### config.mk
export PLATFORM = sky130hd
export DESIGN_NAME = rect_row_scheduler_flat
export DESIGN_NICKNAME = d
export VERILOG_FILES = /design/src/rtl/rect_row_scheduler_pkg.sv /design/src/rtl/rect_row_scheduler_if.sv /design/src/rtl/rect_row_scheduler_row_addr_calc.sv /design/src/rtl/rect_row_scheduler.sv /design/src/flat_wrapper.sv
export SDC_FILE = /design/constraint.sdc
export NUM_CORES = 1
export LEC_CHECK = 0
export CORE_ASPECT_RATIO = 0.6
export CORE_MARGIN = 5
export CORE_UTILIZATION = 55
export CTS_CLUSTER_SIZE = 12
export DETAILED_ROUTE_END_ITERATION = 16
export PLACE_DENSITY = 0.87
export SYNTH_ARGS = -nofsm -noshare
export SYNTH_HDL_FRONTEND = slang
export SYNTH_HIERARCHICAL = 1
export SYNTH_SLANG_ARGS = --single-unit
### constraint.sdc
create_clock -name clk -period 7.2 [get_ports clk]
set_clock_uncertainty 0.05 [all_clocks]
set_input_delay 0.72 -clock clk [delete_from_list [all_inputs] [get_ports clk]]
set_output_delay 0.72 -clock clk [all_outputs]
set_load 0.01 [all_outputs]
### src/rtl/rect_row_scheduler_pkg.sv
// Shared constants and FSM state encoding for the rectangle row scheduler.
// Screen defaults, pixel packing (8 pixels in 3 bytes) and the 4-bit state type.
package rect_row_scheduler_pkg;

  localparam int SCREEN_W_DEF  = 640;
  localparam int SCREEN_H_DEF  = 480;
  localparam int ADDR_W_DEF    = 17;
  localparam int DIM_W         = 16;
  localparam int PIX_PER_GRP   = 8;
  localparam int BYTES_PER_GRP = 3;
  localparam int GRP_SHIFT     = $clog2(PIX_PER_GRP);

  typedef enum logic [3:0] {
    ST_IDLE     = 4'd0,
    ST_CLIP     = 4'd1,
    ST_ROW_BASE = 4'd2,
    ST_ROW_ADDR = 4'd3,
    ST_ISSUE    = 4'd4,
    ST_DONE     = 4'd5
  } state_t;

endpackage

### src/rtl/rect_row_scheduler_if.sv
// Command and row-descriptor bundle between decode engine, scheduler and generation engine.
// The scheduler takes the slave modport; the surrounding engines take master.
interface rect_row_scheduler_if #(
  parameter int ADDR_W = rect_row_scheduler_pkg::ADDR_W_DEF
);
  import rect_row_scheduler_pkg::*;

  logic                 cmd_valid;
  logic                 cmd_ready;
  logic [DIM_W-1:0]     cmd_origx;
  logic [DIM_W-1:0]     cmd_origy;
  logic [DIM_W-1:0]     cmd_width;
  logic [DIM_W-1:0]     cmd_height;
  logic                 abort;
  logic                 row_valid;
  logic                 row_ready;
  logic [ADDR_W-1:0]    row_addr;
  logic [GRP_SHIFT-1:0] row_bit_ofs;
  logic [DIM_W-1:0]     row_len;
  logic                 row_last;
  logic                 busy;
  logic                 done_strobe;

  modport slave (
    input  cmd_valid, cmd_origx, cmd_origy, cmd_width, cmd_height, abort, row_ready,
    output cmd_ready, row_valid, row_addr, row_bit_ofs, row_len, row_last, busy, done_strobe
  );

  modport master (
    output cmd_valid, cmd_origx, cmd_origy, cmd_width, cmd_height, abort, row_ready,
    input  cmd_ready, row_valid, row_addr, row_bit_ofs, row_len, row_last, busy, done_strobe
  );

endinterface

### src/rtl/rect_row_scheduler_row_addr_calc.sv
// Two-stage registered path: (row, column) -> linear pixel index -> packed byte address.
// Each stage advances only on its enable; there is no handshake.
module row_addr_calc
  import rect_row_scheduler_pkg::*;
#(
  parameter int SCREEN_W = SCREEN_W_DEF,
  parameter int SCREEN_H = SCREEN_H_DEF,
  parameter int ADDR_W   = ADDR_W_DEF,
  parameter int ROW_W    = $clog2(SCREEN_H),
  parameter int COL_W    = $clog2(SCREEN_W)
) (
  input  logic                 clk,
  input  logic                 rst_,
  input  logic                 base_en,
  input  logic                 addr_en,
  input  logic [ROW_W-1:0]     row,
  input  logic [COL_W-1:0]     col,
  output logic [ADDR_W-1:0]    row_addr,
  output logic [GRP_SHIFT-1:0] row_bit_ofs
);

  localparam int PIX_W  = $clog2(SCREEN_W * SCREEN_H);
  localparam int GRP_W  = PIX_W - GRP_SHIFT;
  localparam int PROD_W = GRP_W + 2;

  logic [PIX_W-1:0]  pix_idx;
  logic [PROD_W-1:0] packed_addr;

  // Group index times bytes-per-group, widened so the product cannot overflow.
  always_comb begin
    packed_addr = PROD_W'(pix_idx[PIX_W-1:GRP_SHIFT]) * PROD_W'(BYTES_PER_GRP);
  end

  always_ff @(posedge clk) begin
    if (rst_) begin
      pix_idx     <= '0;
      row_addr    <= '0;
      row_bit_ofs <= '0;
    end else begin
      if (base_en) begin
        pix_idx <= PIX_W'(row) * PIX_W'(SCREEN_W) + PIX_W'(col);
      end
      if (addr_en) begin
        row_addr    <= ADDR_W'(packed_addr);
        row_bit_ofs <= pix_idx[GRP_SHIFT-1:0];
      end
    end
  end

endmodule

### src/rtl/rect_row_scheduler.sv
// Clips one rectangle command to the screen and issues one packed start address per row
// to the generation engine over a valid/ready handshake.
module rect_row_scheduler
  import rect_row_scheduler_pkg::*;
#(
  parameter int SCREEN_W = SCREEN_W_DEF,
  parameter int SCREEN_H = SCREEN_H_DEF,
  parameter int ADDR_W   = ADDR_W_DEF
) (
  input  logic                clk,
  input  logic                rst_,
  rect_row_scheduler_if.slave bus
);

  localparam int ROW_W = $clog2(SCREEN_H);
  localparam int COL_W = $clog2(SCREEN_W);
  localparam int EXT_W = DIM_W + 1;

  state_t state, next_state;

  logic [DIM_W-1:0] x_q, y_q, w_q, h_q;
  logic [DIM_W-1:0] wc, rows_left;
  logic [DIM_W-1:0] clip_w, clip_h;
  logic [EXT_W-1:0] room_w, room_h;
  logic [ROW_W-1:0] row;
  logic             offscreen;
  logic             accept, clip_load, base_en, addr_en, row_take;

  // Comparisons are one bit wider than the operands so an off-screen origin never wraps.
  always_comb begin
    offscreen = ({1'b0, x_q} >= EXT_W'(SCREEN_W)) || ({1'b0, y_q} >= EXT_W'(SCREEN_H));
    room_w    = EXT_W'(SCREEN_W) - {1'b0, x_q};
    room_h    = EXT_W'(SCREEN_H) - {1'b0, y_q};
    clip_w    = ({1'b0, w_q} < room_w) ? w_q : room_w[DIM_W-1:0];
    clip_h    = ({1'b0, h_q} < room_h) ? h_q : room_h[DIM_W-1:0];
  end

  always_ff @(posedge clk) begin
    if (rst_) begin
      state <= ST_IDLE;
    end else begin
      state <= next_state;
    end
  end

  always_comb begin
    next_state      = state;
    accept          = 1'b0;
    clip_load       = 1'b0;
    base_en         = 1'b0;
    addr_en         = 1'b0;
    row_take        = 1'b0;
    bus.cmd_ready   = (state == ST_IDLE) && !rst_;
    bus.row_valid   = (state == ST_ISSUE);
    bus.busy        = (state != ST_IDLE);
    bus.done_strobe = (state == ST_DONE) && !rst_;

    // Abort wins over everything, including a row handshake in the same cycle.
    if (bus.abort && state != ST_IDLE) begin
      next_state = ST_IDLE;
    end else begin
      case (state)
        ST_IDLE: begin
          if (bus.cmd_valid && bus.cmd_ready) begin
            accept     = 1'b1;
            next_state = ST_CLIP;
          end
        end
        ST_CLIP: begin
          if (offscreen || clip_w == '0 || clip_h == '0) begin
            next_state = ST_DONE;
          end else begin
            clip_load  = 1'b1;
            next_state = ST_ROW_BASE;
          end
        end
        ST_ROW_BASE: begin
          base_en    = 1'b1;
          next_state = ST_ROW_ADDR;
        end
        ST_ROW_ADDR: begin
          addr_en    = 1'b1;
          next_state = ST_ISSUE;
        end
        ST_ISSUE: begin
          if (bus.row_ready) begin
            row_take   = 1'b1;
            next_state = bus.row_last ? ST_DONE : ST_ROW_BASE;
          end
        end
        ST_DONE: begin
          next_state = ST_IDLE;
        end
        default: begin
          next_state = ST_IDLE;
        end
      endcase
    end
  end

  always_ff @(posedge clk) begin
    if (rst_) begin
      x_q          <= '0;
      y_q          <= '0;
      w_q          <= '0;
      h_q          <= '0;
      wc           <= '0;
      rows_left    <= '0;
      row          <= '0;
      bus.row_len  <= '0;
      bus.row_last <= 1'b0;
    end else begin
      if (accept) begin
        x_q <= bus.cmd_origx;
        y_q <= bus.cmd_origy;
        w_q <= bus.cmd_width;
        h_q <= bus.cmd_height;
      end
      // y is known to be on-screen here, so its low bits hold the whole row number.
      if (clip_load) begin
        wc        <= clip_w;
        rows_left <= clip_h;
        row       <= y_q[ROW_W-1:0];
      end
      if (addr_en) begin
        bus.row_len  <= wc;
        bus.row_last <= (rows_left == DIM_W'(1));
      end
      if (row_take && !bus.row_last) begin
        row       <= row + ROW_W'(1);
        rows_left <= rows_left - DIM_W'(1);
      end
    end
  end

  row_addr_calc #(
    .SCREEN_W (SCREEN_W),
    .SCREEN_H (SCREEN_H),
    .ADDR_W   (ADDR_W),
    .ROW_W    (ROW_W),
    .COL_W    (COL_W)
  ) u_row_addr_calc (
    .clk         (clk),
    .rst_        (rst_),
    .base_en     (base_en),
    .addr_en     (addr_en),
    .row         (row),
    .col         (x_q[COL_W-1:0]),
    .row_addr    (bus.row_addr),
    .row_bit_ofs (bus.row_bit_ofs)
  );

endmodule

### src/flat_wrapper.sv
// flat-port wrapper written by rule: the top's interface ports become plain ports
module rect_row_scheduler_flat import rect_row_scheduler_pkg::*;
#(
  parameter int SCREEN_W = SCREEN_W_DEF,
  parameter int SCREEN_H = SCREEN_H_DEF,
  parameter int ADDR_W   = ADDR_W_DEF
)
  (clk, rst_, bus_cmd_valid, bus_cmd_origx, bus_cmd_origy, bus_cmd_width, bus_cmd_height, bus_abort, bus_row_ready, bus_cmd_ready, bus_row_valid, bus_row_addr, bus_row_bit_ofs, bus_row_len, bus_row_last, bus_busy, bus_done_strobe);
  rect_row_scheduler_if #(.ADDR_W(ADDR_W)) bus_i ();
  input  logic clk;
  input  logic rst_;
  input wire logic [$bits(bus_i.cmd_valid)-1:0] bus_cmd_valid;
  input wire logic [$bits(bus_i.cmd_origx)-1:0] bus_cmd_origx;
  input wire logic [$bits(bus_i.cmd_origy)-1:0] bus_cmd_origy;
  input wire logic [$bits(bus_i.cmd_width)-1:0] bus_cmd_width;
  input wire logic [$bits(bus_i.cmd_height)-1:0] bus_cmd_height;
  input wire logic [$bits(bus_i.abort)-1:0] bus_abort;
  input wire logic [$bits(bus_i.row_ready)-1:0] bus_row_ready;
  output wire logic [$bits(bus_i.cmd_ready)-1:0] bus_cmd_ready;
  output wire logic [$bits(bus_i.row_valid)-1:0] bus_row_valid;
  output wire logic [$bits(bus_i.row_addr)-1:0] bus_row_addr;
  output wire logic [$bits(bus_i.row_bit_ofs)-1:0] bus_row_bit_ofs;
  output wire logic [$bits(bus_i.row_len)-1:0] bus_row_len;
  output wire logic [$bits(bus_i.row_last)-1:0] bus_row_last;
  output wire logic [$bits(bus_i.busy)-1:0] bus_busy;
  output wire logic [$bits(bus_i.done_strobe)-1:0] bus_done_strobe;
  assign bus_i.cmd_valid = bus_cmd_valid;
  assign bus_i.cmd_origx = bus_cmd_origx;
  assign bus_i.cmd_origy = bus_cmd_origy;
  assign bus_i.cmd_width = bus_cmd_width;
  assign bus_i.cmd_height = bus_cmd_height;
  assign bus_i.abort = bus_abort;
  assign bus_i.row_ready = bus_row_ready;
  assign bus_cmd_ready = bus_i.cmd_ready;
  assign bus_row_valid = bus_i.row_valid;
  assign bus_row_addr = bus_i.row_addr;
  assign bus_row_bit_ofs = bus_i.row_bit_ofs;
  assign bus_row_len = bus_i.row_len;
  assign bus_row_last = bus_i.row_last;
  assign bus_busy = bus_i.busy;
  assign bus_done_strobe = bus_i.done_strobe;
  rect_row_scheduler #(.SCREEN_W(SCREEN_W), .SCREEN_H(SCREEN_H), .ADDR_W(ADDR_W)) u_core (.clk(clk), .rst_(rst_), .bus(bus_i));
endmodule
==> results of run 1 <==
## synthesized netlist by cell type, drive strengths merged, types with 5 or more instances
cell,number
o31ai,15
ha,67
nor2b,9
xnor2,25
inv,35
or2,10
nor3,33
a21oi,86
nand4,14
a211o,5
nor4,21
mux2i,26
and2,5
nor2,91
nand2b,67
a21o,10
o21ai,117
a211oi,28
o21a,5
buf,18
or4,8
o211ai,8
mux2,7
nand3,31
a31o,5
dfxtp,164
or3,17
and3,6
clkbuf,47
xor2,22
a31oi,9
nand2,168
## metrics by stage
stage	utilization	cells
detailed placement	0.618	1530
global placement	0.618	1530
CTS	0.652	1562
finish	0.652	1562
global route	0.652	1562
floorplan	-	1241
## power groups by stage
stage	sequential (µW)	clock [µW]	combinational, µW
2_1_floorplan	1020	0	432
6_report	1040	909	586
3_5_place_dp	1060	0	567
5_1_grt	1050	956	650
4_1_cts	1040	916	575
3_3_place_gp	1050	0	552
## path summary, 6_finish.rpt
kind	start	endpoint	slack (ns)	cells past startpoint
worst max-delay path	u_core/x_q[0]$_SDFFE_PP0P_	u_core/rows_left[8]$_SDFFE_PP0P_	1.40	15
worst min-delay path	u_core/wc[12]$_SDFFE_PP0P_	u_core/bus.row_len[12]$_SDFFE_PP0P_	0.40	2
worst max register to register	u_core/x_q[0]$_SDFFE_PP0P_	u_core/rows_left[8]$_SDFFE_PP0P_	1.40	15
worst min register to register	u_core/wc[12]$_SDFFE_PP0P_	u_core/bus.row_len[12]$_SDFFE_PP0P_	0.40	2
## kinds of logic (layout without fill, tap and decap cells)
family	after synthesis	in the layout
and+or+nand+nor	504	504
AOI/OAI and AO/OA	321	321
DFF	164	164
buffers and inverters	102	183
adders and majority gates	70	70
xor gates and xnor gates	47	47
muxes	33	33
## layout by cell type, fill, tap and decap left out, types with 6 or more instances in the layout
cell type        instances
or3_1                   17
nand3_1                 31
clkdlybuf4s50_1        108
mux2_2                   6
clkbuf_16               17
ha_1                    67
a31oi_1                  9
a211oi_1                27
nand2_1                168
or4_1                    6
nor3_1                  31
xnor2_1                 25
nand4_1                 12
a21oi_1                 84
or2_2                   10
o31ai_1                 15
o211ai_1                 8
nor2_1                  91
and3_1                   6
a21o_1                  10
buf_4                    6
nand2b_1                67
o21ai_0                112
nor2b_1                  9
xor2_1                  21
inv_1                   35
mux2i_1                 26
dfxtp_1                164
nor4_1                  18
## per-layer routing
metal	routed length (µm)	vias to the layer above
li1	-	4574
met1	12700	4443
met2	11300	385
met3	2240	27
met4	306	0
met5	0	-
## flip-flops by register name (all words and copies together) (netlist names)
| register | flops |
|---|---|
| u_core/h_q | 16 |
| u_core/w_q | 16 |
| u_core/rows_left | 16 |
| u_core/y_q | 16 |
| u_core/bus.row_last | 1 |
| u_core/x_q | 16 |
| u_core/state | 3 |
| u_core/u_row_addr_calc/row_addr | 17 |
| u_core/bus.row_len | 16 |
| u_core/u_row_addr_calc/row_bit_ofs | 3 |
| u_core/u_row_addr_calc/pix_idx | 19 |
| u_core/wc | 16 |
| u_core/row | 9 |
## layout make-up
class	instances	area share
clock inverter	15	0.0145
timing repair buffer	114	0.0967
clock buffer	17	0.0365
tap	240	0.0258
inverter	37	0.0120
sequential	164	0.282
multi-input combinational	975	0.533
## critical path, stage by stage (launching register included)
cell and delay (ns):
dfxtp_1 0.46, inv_1 0.11, ha_1 0.28, a31oi_1 0.55, nor3_1 0.15, xor2_1 0.18, ha_1 0.30, nand3_1 0.14
nor2_1 0.06, or4_1 0.54, a211oi_1 0.90, nor4_2 0.24, nor4b_4 0.80, buf_4 0.41, mux2_2 0.37, a21oi_1 0.14
==> qor.txt, run 1 <==
I/O pin cnt: 110
Pin count of the biggest net entering global routing: 129
Setup_tns: 0 ns
Post-CTS Setup Bufs: 0
Layout area overhead: 17.5%
Type of origin of the critical path: flip-flop
Dominant cell type by area after synthesis: dfxtp_1
Initial antenna violation count: 0
Worst Tran Pin Value: 1.13 ns
Sequential area share after synthesis: 0.331
Max Clk Rate: 172 MHz
Met1 usage: 0.370
Fillcell total: 1483
Post-DP HPWL: 19.0 mm
Maximum VDD drop: 178 µV
Library cells used by synthesis: 85
Final hold slack: 0.397 ns
Switching Fraction: 0.343
Antenna diodes: 0
Clock tree sinks: 164
GR met3 Demand/Resource: 0.0456
Switching pwr: 869 µW
Vias: 9429
CP Class: reg2reg
PD cells: 217 nW/µm²
Worst EP required: 7.48 ns
Clk slew on worst S/H paths: 0.08 ns
Synth top area cells: dfxtp_1 (33%), ha_1 (8.5%), nand2_1 (6.4%)
Drt drc: 0
Mapped cell area: 9920 µm²
Mapped Cells: 1241
Sequential Power Share: 0.410
Inserted Clock Buffers: 17
Internal: 1670 µW
Hold buffers post-CTS: 0
DRT Wirelength: 26.6 mm
Post-synthesis mux area share: 0.0346
Vias per inst: 6.04
Slew HR: 0.242
Clock share of power: 0.359
Comb pwr share: 0.231
Synth top area share: 0.331
Final Wtd Congestion: 0.925
Total grt overflow: 0
Leakage: 0.00435 µW
Max Slew Vio Count: 0
Post-synth EDFFs: 0
Min Tclk post-route: 5.80 ns
Mapped Nets: 1380
FF+latch area: 3280 µm²
Power Total: 2530 µW
IO Port Bufs: 109
Num rows: 38
Area of the multi-input gates: 6210 µm²
Clock Tree Buf Depth: 2
Crit path max fanout: 25
CTS H-tree lvls: 4
M2 GR Usage: 0.369
Resize count post-CTS: 0
Status: finished, final reports clean
Crit path capture type: flip-flop
Starting density of the core: 0.555
Asr flop ratio synth: 0
Critical Path AT: 6.09 ns
Synth Area in XOR/XNOR: 0.0423
TritonRoute pass-1 iters: 5
Post-route ant nets: 0
DP Worst Slack: 1.64 ns
Max Cap Violations: 0
Area of the die: 20900 µm²
CTS tree: built
RSZ-0062 raised after global routing: no
Area share of and/or/nand/nor cells after synthesis: 0.258
Number of global-route vias before repair: 8514
Global-route wire length before repair: 43.0 mm
#FFs+latches synth: 164
Total Nets Final: 1448
Worst-Skew Late Latency: 0.43 ns
Yosys warnings: 6
Adder-cell share of the synthesized area: 0.0906
Final hold vios: 0
Syn avg cell area: 7.99 µm²
Die height: 114 µm
Worst min-delay path category: reg2reg
DP Area: 11100 µm²
Largest family of logic cells by synthesized area: simple AND/OR/NAND/NOR gates
Final worst-path setup slack: 1.40 ns
GRT Overall Usage: 0.246
Final setup viols: 0
WL/cell: 17.0 µm
Die width: 183 µm
Dominant synthesized flop cell: dfxtp_1
Root Driver: clkbuf_16
Grt peak-use layer: met1
Design Area, Final: 11600 µm²
Initial DRC Count: 935
Crit share post-route: 0.806
Share of layout cells above drive strength 1: 0.0605
Core area: 17900 µm²
Synth Area in Compound Gates: 0.199
Note: power is estimated with default switching activity, not from simulation.
==> run 2, diff against run 1 <==
--- a/config.mk
+++ b/config.mk
@@ -7,10 +7,10 @@
 export LEC_CHECK = 0
 export CORE_ASPECT_RATIO = 0.6
 export CORE_MARGIN = 5
-export CORE_UTILIZATION = 55
+export CORE_UTILIZATION = 52
 export CTS_CLUSTER_SIZE = 12
 export DETAILED_ROUTE_END_ITERATION = 16
-export PLACE_DENSITY = 0.87
+export PLACE_DENSITY = 0.86
 export SYNTH_ARGS = -nofsm -noshare
 export SYNTH_HDL_FRONTEND = slang
 export SYNTH_HIERARCHICAL = 1
==> constraint.sdc (replaced) <==
create_clock -name clk -period 5.3 [get_ports clk]
set_clock_uncertainty 0.05 [all_clocks]
set_input_delay 0.53 -clock clk [delete_from_list [all_inputs] [get_ports clk]]
set_output_delay 0.53 -clock clk [all_outputs]
set_load 0.01 [all_outputs]
==> qor.txt, run 2 (synthesis results as in run 1) <==
Clock tree sinks: 164
Max Clk Rate: 207 MHz
Layout area overhead: 17.6%
DP Worst Slack: 0.652 ns
Max Cap Violations: 0
Setup_tns: 0 ns
Die height: 117 µm
Worst min-delay path category: reg2reg
Final hold slack: 0.403 ns
CTS H-tree lvls: 4
Resize count post-CTS: 0
Final hold vios: 0
Switching Fraction: 0.322
Final Wtd Congestion: 0.990
Total Nets Final: 1451
Share of layout cells above drive strength 1: 0.0604
Worst-Skew Late Latency: 0.44 ns
Area of the die: 22000 µm²
Clock Tree Buf Depth: 2
Initial DRC Count: 891
Comb pwr share: 0.232
Crit share post-route: 0.913
Biggest register: u_core/u_row_addr_calc/pix_idx
Fillcell total: 1550
PD cells: 296 nW/µm²
Min Tclk post-route: 4.84 ns
Total grt overflow: 0
Switching pwr: 1110 µW
Type of origin of the critical path: flip-flop
RSZ-0062 raised after global routing: no
Post-CTS Setup Bufs: 0
Finished Core Util: 0.617
IO Port Bufs: 109
WL/cell: 16.9 µm
Final setup viols: 0
Drt drc: 0
Crit path max fanout: 40
Vias: 9355
Number of global-route vias before repair: 8471
CP Class: reg2reg
Root Driver: clkbuf_16
CTS tree: built
Post-DP HPWL: 19.3 mm
Global-route wire length before repair: 42.8 mm
Antenna diodes: 0
Max reg flops: 19
Critical Path AT: 5.14 ns
Initial antenna violation count: 0
Final worst-path setup slack: 0.462 ns
Vias per inst: 5.96
Clock share of power: 0.358
Num rows: 39
Starting density of the core: 0.525
Commonest non-fill, non-tap cell in the layout: nand2_1
Core area: 18900 µm²
Hold buffers post-CTS: 0
DRT Wirelength: 26.5 mm
TritonRoute pass-1 iters: 5
Pin count of the biggest net entering global routing: 94
Leakage: 0.00436 µW
Slew HR: 0.414
Status: finished, final reports clean
Dpl cells: 1539
Crit path capture type: flip-flop
Worst EP required: 5.60 ns
Largest regs: u_core/u_row_addr_calc/pix_idx: 19 flops, u_core/u_row_addr_calc/row_addr: 17 flops
Maximum VDD drop: 250 µV
Die width: 188 µm
Inserted Clock Buffers: 17
Fin cells: 1570
Worst Tran Pin Value: 0.879 ns
Post-route ant nets: 0
I/O pin cnt: 110
Max Slew Vio Count: 0
Most frequent cells in the layout: nand2_1 (168), dfxtp_1 (164), o21ai_0 (112)
GRT Overall Usage: 0.236
Clk slew on worst S/H paths: 0.06 ns
Sequential Power Share: 0.410
Internal: 2340 µW
==> run 2: cell types whose count changed in the layout (fill, tap and decap cells not counted), sizes merged <==
cell      change
bufinv        +2
clkbuf        +3
clkinvlp      -1
inv           -3
buf           +3
clkinv        -2
==> run 2: worst paths after layout <==
path	from	endpoint	slack, ns	cells past startpoint
max	u_core/y_q[0]$_SDFFE_PP0P_	u_core/rows_left[2]$_SDFFE_PP0P_	0.46	15
min	u_core/bus.row_len[2]$_SDFFE_PP0P_	u_core/bus.row_len[2]$_SDFFE_PP0P_	0.40	2
min reg2reg	u_core/bus.row_len[2]$_SDFFE_PP0P_	u_core/bus.row_len[2]$_SDFFE_PP0P_	0.40	2
max reg2reg	u_core/y_q[0]$_SDFFE_PP0P_	u_core/rows_left[2]$_SDFFE_PP0P_	0.46	15
==> run 2: power groups by stage <==
stage          sequential, µW  clock, µW  combinational (µW)
2_1_floorplan            1390          0                 587
3_3_place_gp             1430          0                 757
3_5_place_dp             1440          0                 775
4_1_cts                  1410       1250                 785
5_1_grt                  1420       1310                 889
6_report                 1410       1240                 800
==> run 2: metal layers <==
layer  wire (µm)  track usage  up-vias  share of wire
met5           0            0        -              0
met4         557       0.0777        0          0.021
met3        2180       0.0599       46          0.082
met2       11300        0.359      363           0.43
met1       12400        0.332     4371           0.47
li1            -            -     4575              -
==> run 2: worst max-delay path, cell delays in order, from the launching register on <==
cell	delay [ns]
dfxtp_1	0.35
inv_1	0.14
ha_1	0.27
or4b_1	0.57
nand2_1	0.15
nand2_1	0.14
xnor2_1	0.16
ha_1	0.30
nand3_1	0.11
or2_2	0.32
o31ai_1	0.60
a21oi_1	0.29
nor4b_4	0.33
buf_4	0.43
mux2_2	0.38
a21oi_1	0.15
==> run 2: cell type report <==
| class | count | area, µm² | area share |
|---|---|---|---|
| repair buffers | 117 | 1150 | 0.0985 |
| inverters | 37 | 140 | 0.0120 |
| flip-flops and latches | 164 | 3280 | 0.282 |
| clock inverters | 11 | 128 | 0.0109 |
| clock buffers | 20 | 447 | 0.0383 |
| well taps | 246 | 308 | 0.0264 |
| multi-input cells | 975 | 6210 | 0.532 |
==> run 2: per-stage QoR <==
stage	cell area, µm²	total power, µW
CTS	11700	3440
global route	11700	3620
floorplan	9920	1970
global placement	11100	2190
detailed placement	11100	2210
finish	11700	3450
==> run 3, diff against run 2 <==
--- a/config.mk
+++ b/config.mk
@@ -6,7 +6,6 @@
 export NUM_CORES = 1
 export LEC_CHECK = 0
 export CORE_ASPECT_RATIO = 0.6
-export CORE_MARGIN = 5
 export CORE_UTILIZATION = 52
 export CTS_CLUSTER_SIZE = 12
 export DETAILED_ROUTE_END_ITERATION = 16
==> qor.txt, run 3 (synthesis results as in run 1) <==
Core area: 18400 µm²
Slew HR: 0.240
Clock tree sinks: 164
Most frequent cells in the layout: nand2_1 (168), dfxtp_1 (164), o21ai_0 (112)
Min Tclk post-route: 4.85 ns
Dpl cells: 1533
Biggest register: u_core/u_row_addr_calc/pix_idx
Hold buffers post-CTS: 0
Crit path capture type: flip-flop
Die height: 109 µm
Final worst-path setup slack: 0.453 ns
RSZ-0062 raised after global routing: no
PD cells: 302 nW/µm²
Share of layout cells above drive strength 1: 0.0626
Resize count post-CTS: 0
Inserted Clock Buffers: 17
Largest regs: u_core/u_row_addr_calc/pix_idx: 19 flops, u_core/u_row_addr_calc/row_addr: 17 flops
CTS H-tree lvls: 4
Num rows: 38
Total Nets Final: 1451
Drt drc: 0
Layout area overhead: 18.0%
I/O pin cnt: 110
Root Driver: clkbuf_16
Clock Tree Buf Depth: 2
CP Class: reg2reg
Crit share post-route: 0.914
Final Wtd Congestion: 0.954
Pin count of the biggest net entering global routing: 129
Maximum VDD drop: 220 µV
Post-DP HPWL: 18.7 mm
Design Area, Final: 11700 µm²
Area of the die: 19600 µm²
Starting density of the core: 0.540
Worst-Skew Late Latency: 0.43 ns
Antenna diodes: 0
Post-CTS Setup Bufs: 0
Leakage: 0.00437 µW
Type of origin of the critical path: flip-flop
Worst min-delay path category: reg2reg
Vias: 9316
Worst EP required: 5.59 ns
Final hold vios: 0
Number of global-route vias before repair: 8530
DRT Wirelength: 26.2 mm
Total grt overflow: 0
WL/cell: 16.8 µm
Max Cap Violations: 0
Crit path max fanout: 18
Max reg flops: 19
Post-route ant nets: 0
IO Port Bufs: 109
DP Area: 11100 µm²
Setup_tns: 0 ns
Die width: 180 µm
Status: finished, final reports clean
CTS tree: built
Worst Tran Pin Value: 1.14 ns
Fillcell total: 1561
Max Slew Vio Count: 0
Fin cells: 1565
Initial antenna violation count: 0
Final setup viols: 0
Clk slew on worst S/H paths: 0.07 ns
Critical Path AT: 5.13 ns
Global-route wire length before repair: 43.0 mm
Finished Core Util: 0.637
DP Worst Slack: 0.617 ns
Vias per inst: 5.95
Commonest non-fill, non-tap cell in the layout: nand2_1
Initial DRC Count: 827
Max Clk Rate: 206 MHz
TritonRoute pass-1 iters: 5
GRT Overall Usage: 0.272
==> run 3: cell count changes in the layout (fill, tap and decap cells not counted), sizes merged <==
cell / delta
bufinv: +1
clkbuf: -3
clkinv: -5
clkinvlp: +3
inv: +5
==> run 3: area by class of cell <==
type	instances	area [µm²]	share of cell area
Multi-Input combinational cell	975	6210	0.531
Timing Repair Buffer	117	1150	0.0982
Clock inverter	15	194	0.0166
Clock buffer	17	425	0.0364
Inverter	37	140	0.0120
Sequential cell	164	3280	0.281
Tap cell	240	300	0.0257
==> run 3: metrics by stage <==
stage               hold WS (ns)  power, µW
finish                     0.405       3530
global route               0.425       3710
CTS                        0.407       3530
detailed placement         0.397       2210
global placement           0.393       2190
floorplan                  0.382       1970
==> run 3: critical path, cell delays in order (launching register included) <==
cell and delay [ns]:
dfxtp_1 0.35, inv_1 0.15, ha_1 0.30, or4b_1 0.53
nand2_1 0.12, nand2_1 0.13, xnor2_1 0.16, ha_1 0.31
nand3_1 0.13, or2_2 0.33, o31ai_1 0.50, a21oi_1 0.27
nor4b_4 0.53, buf_4 0.31, buf_4 0.25, nand3_1 0.10
a21oi_1 0.22
==> run 3: final timing paths <==
path / from / end / slack [ns] / cells past startpoint
min reg2reg: u_core/bus.row_len[11]$_SDFFE_PP0P_ / u_core/bus.row_len[11]$_SDFFE_PP0P_ / 0.41 / 2
min: u_core/bus.row_len[11]$_SDFFE_PP0P_ / u_core/bus.row_len[11]$_SDFFE_PP0P_ / 0.41 / 2
max reg2reg: u_core/y_q[0]$_SDFFE_PP0P_ / u_core/wc[14]$_SDFFE_PP0P_ / 0.45 / 16
max: u_core/y_q[0]$_SDFFE_PP0P_ / u_core/wc[14]$_SDFFE_PP0P_ / 0.45 / 16
==> run 3: power by group <==
group	switching (µW)	internal (µW)
Clock	560	757
Sequential	112	1300
Combinational	468	334
Total	1140	2390
==> run 3: metal layers <==
metal  global-route usage  wire length [µm]  vias up
met3               0.0518              2070       33
met2                0.416             10900      393
met5                    0                 0        -
met1                0.392             12900     4322
li1                     -                 -     4568
met4               0.0702               391        0
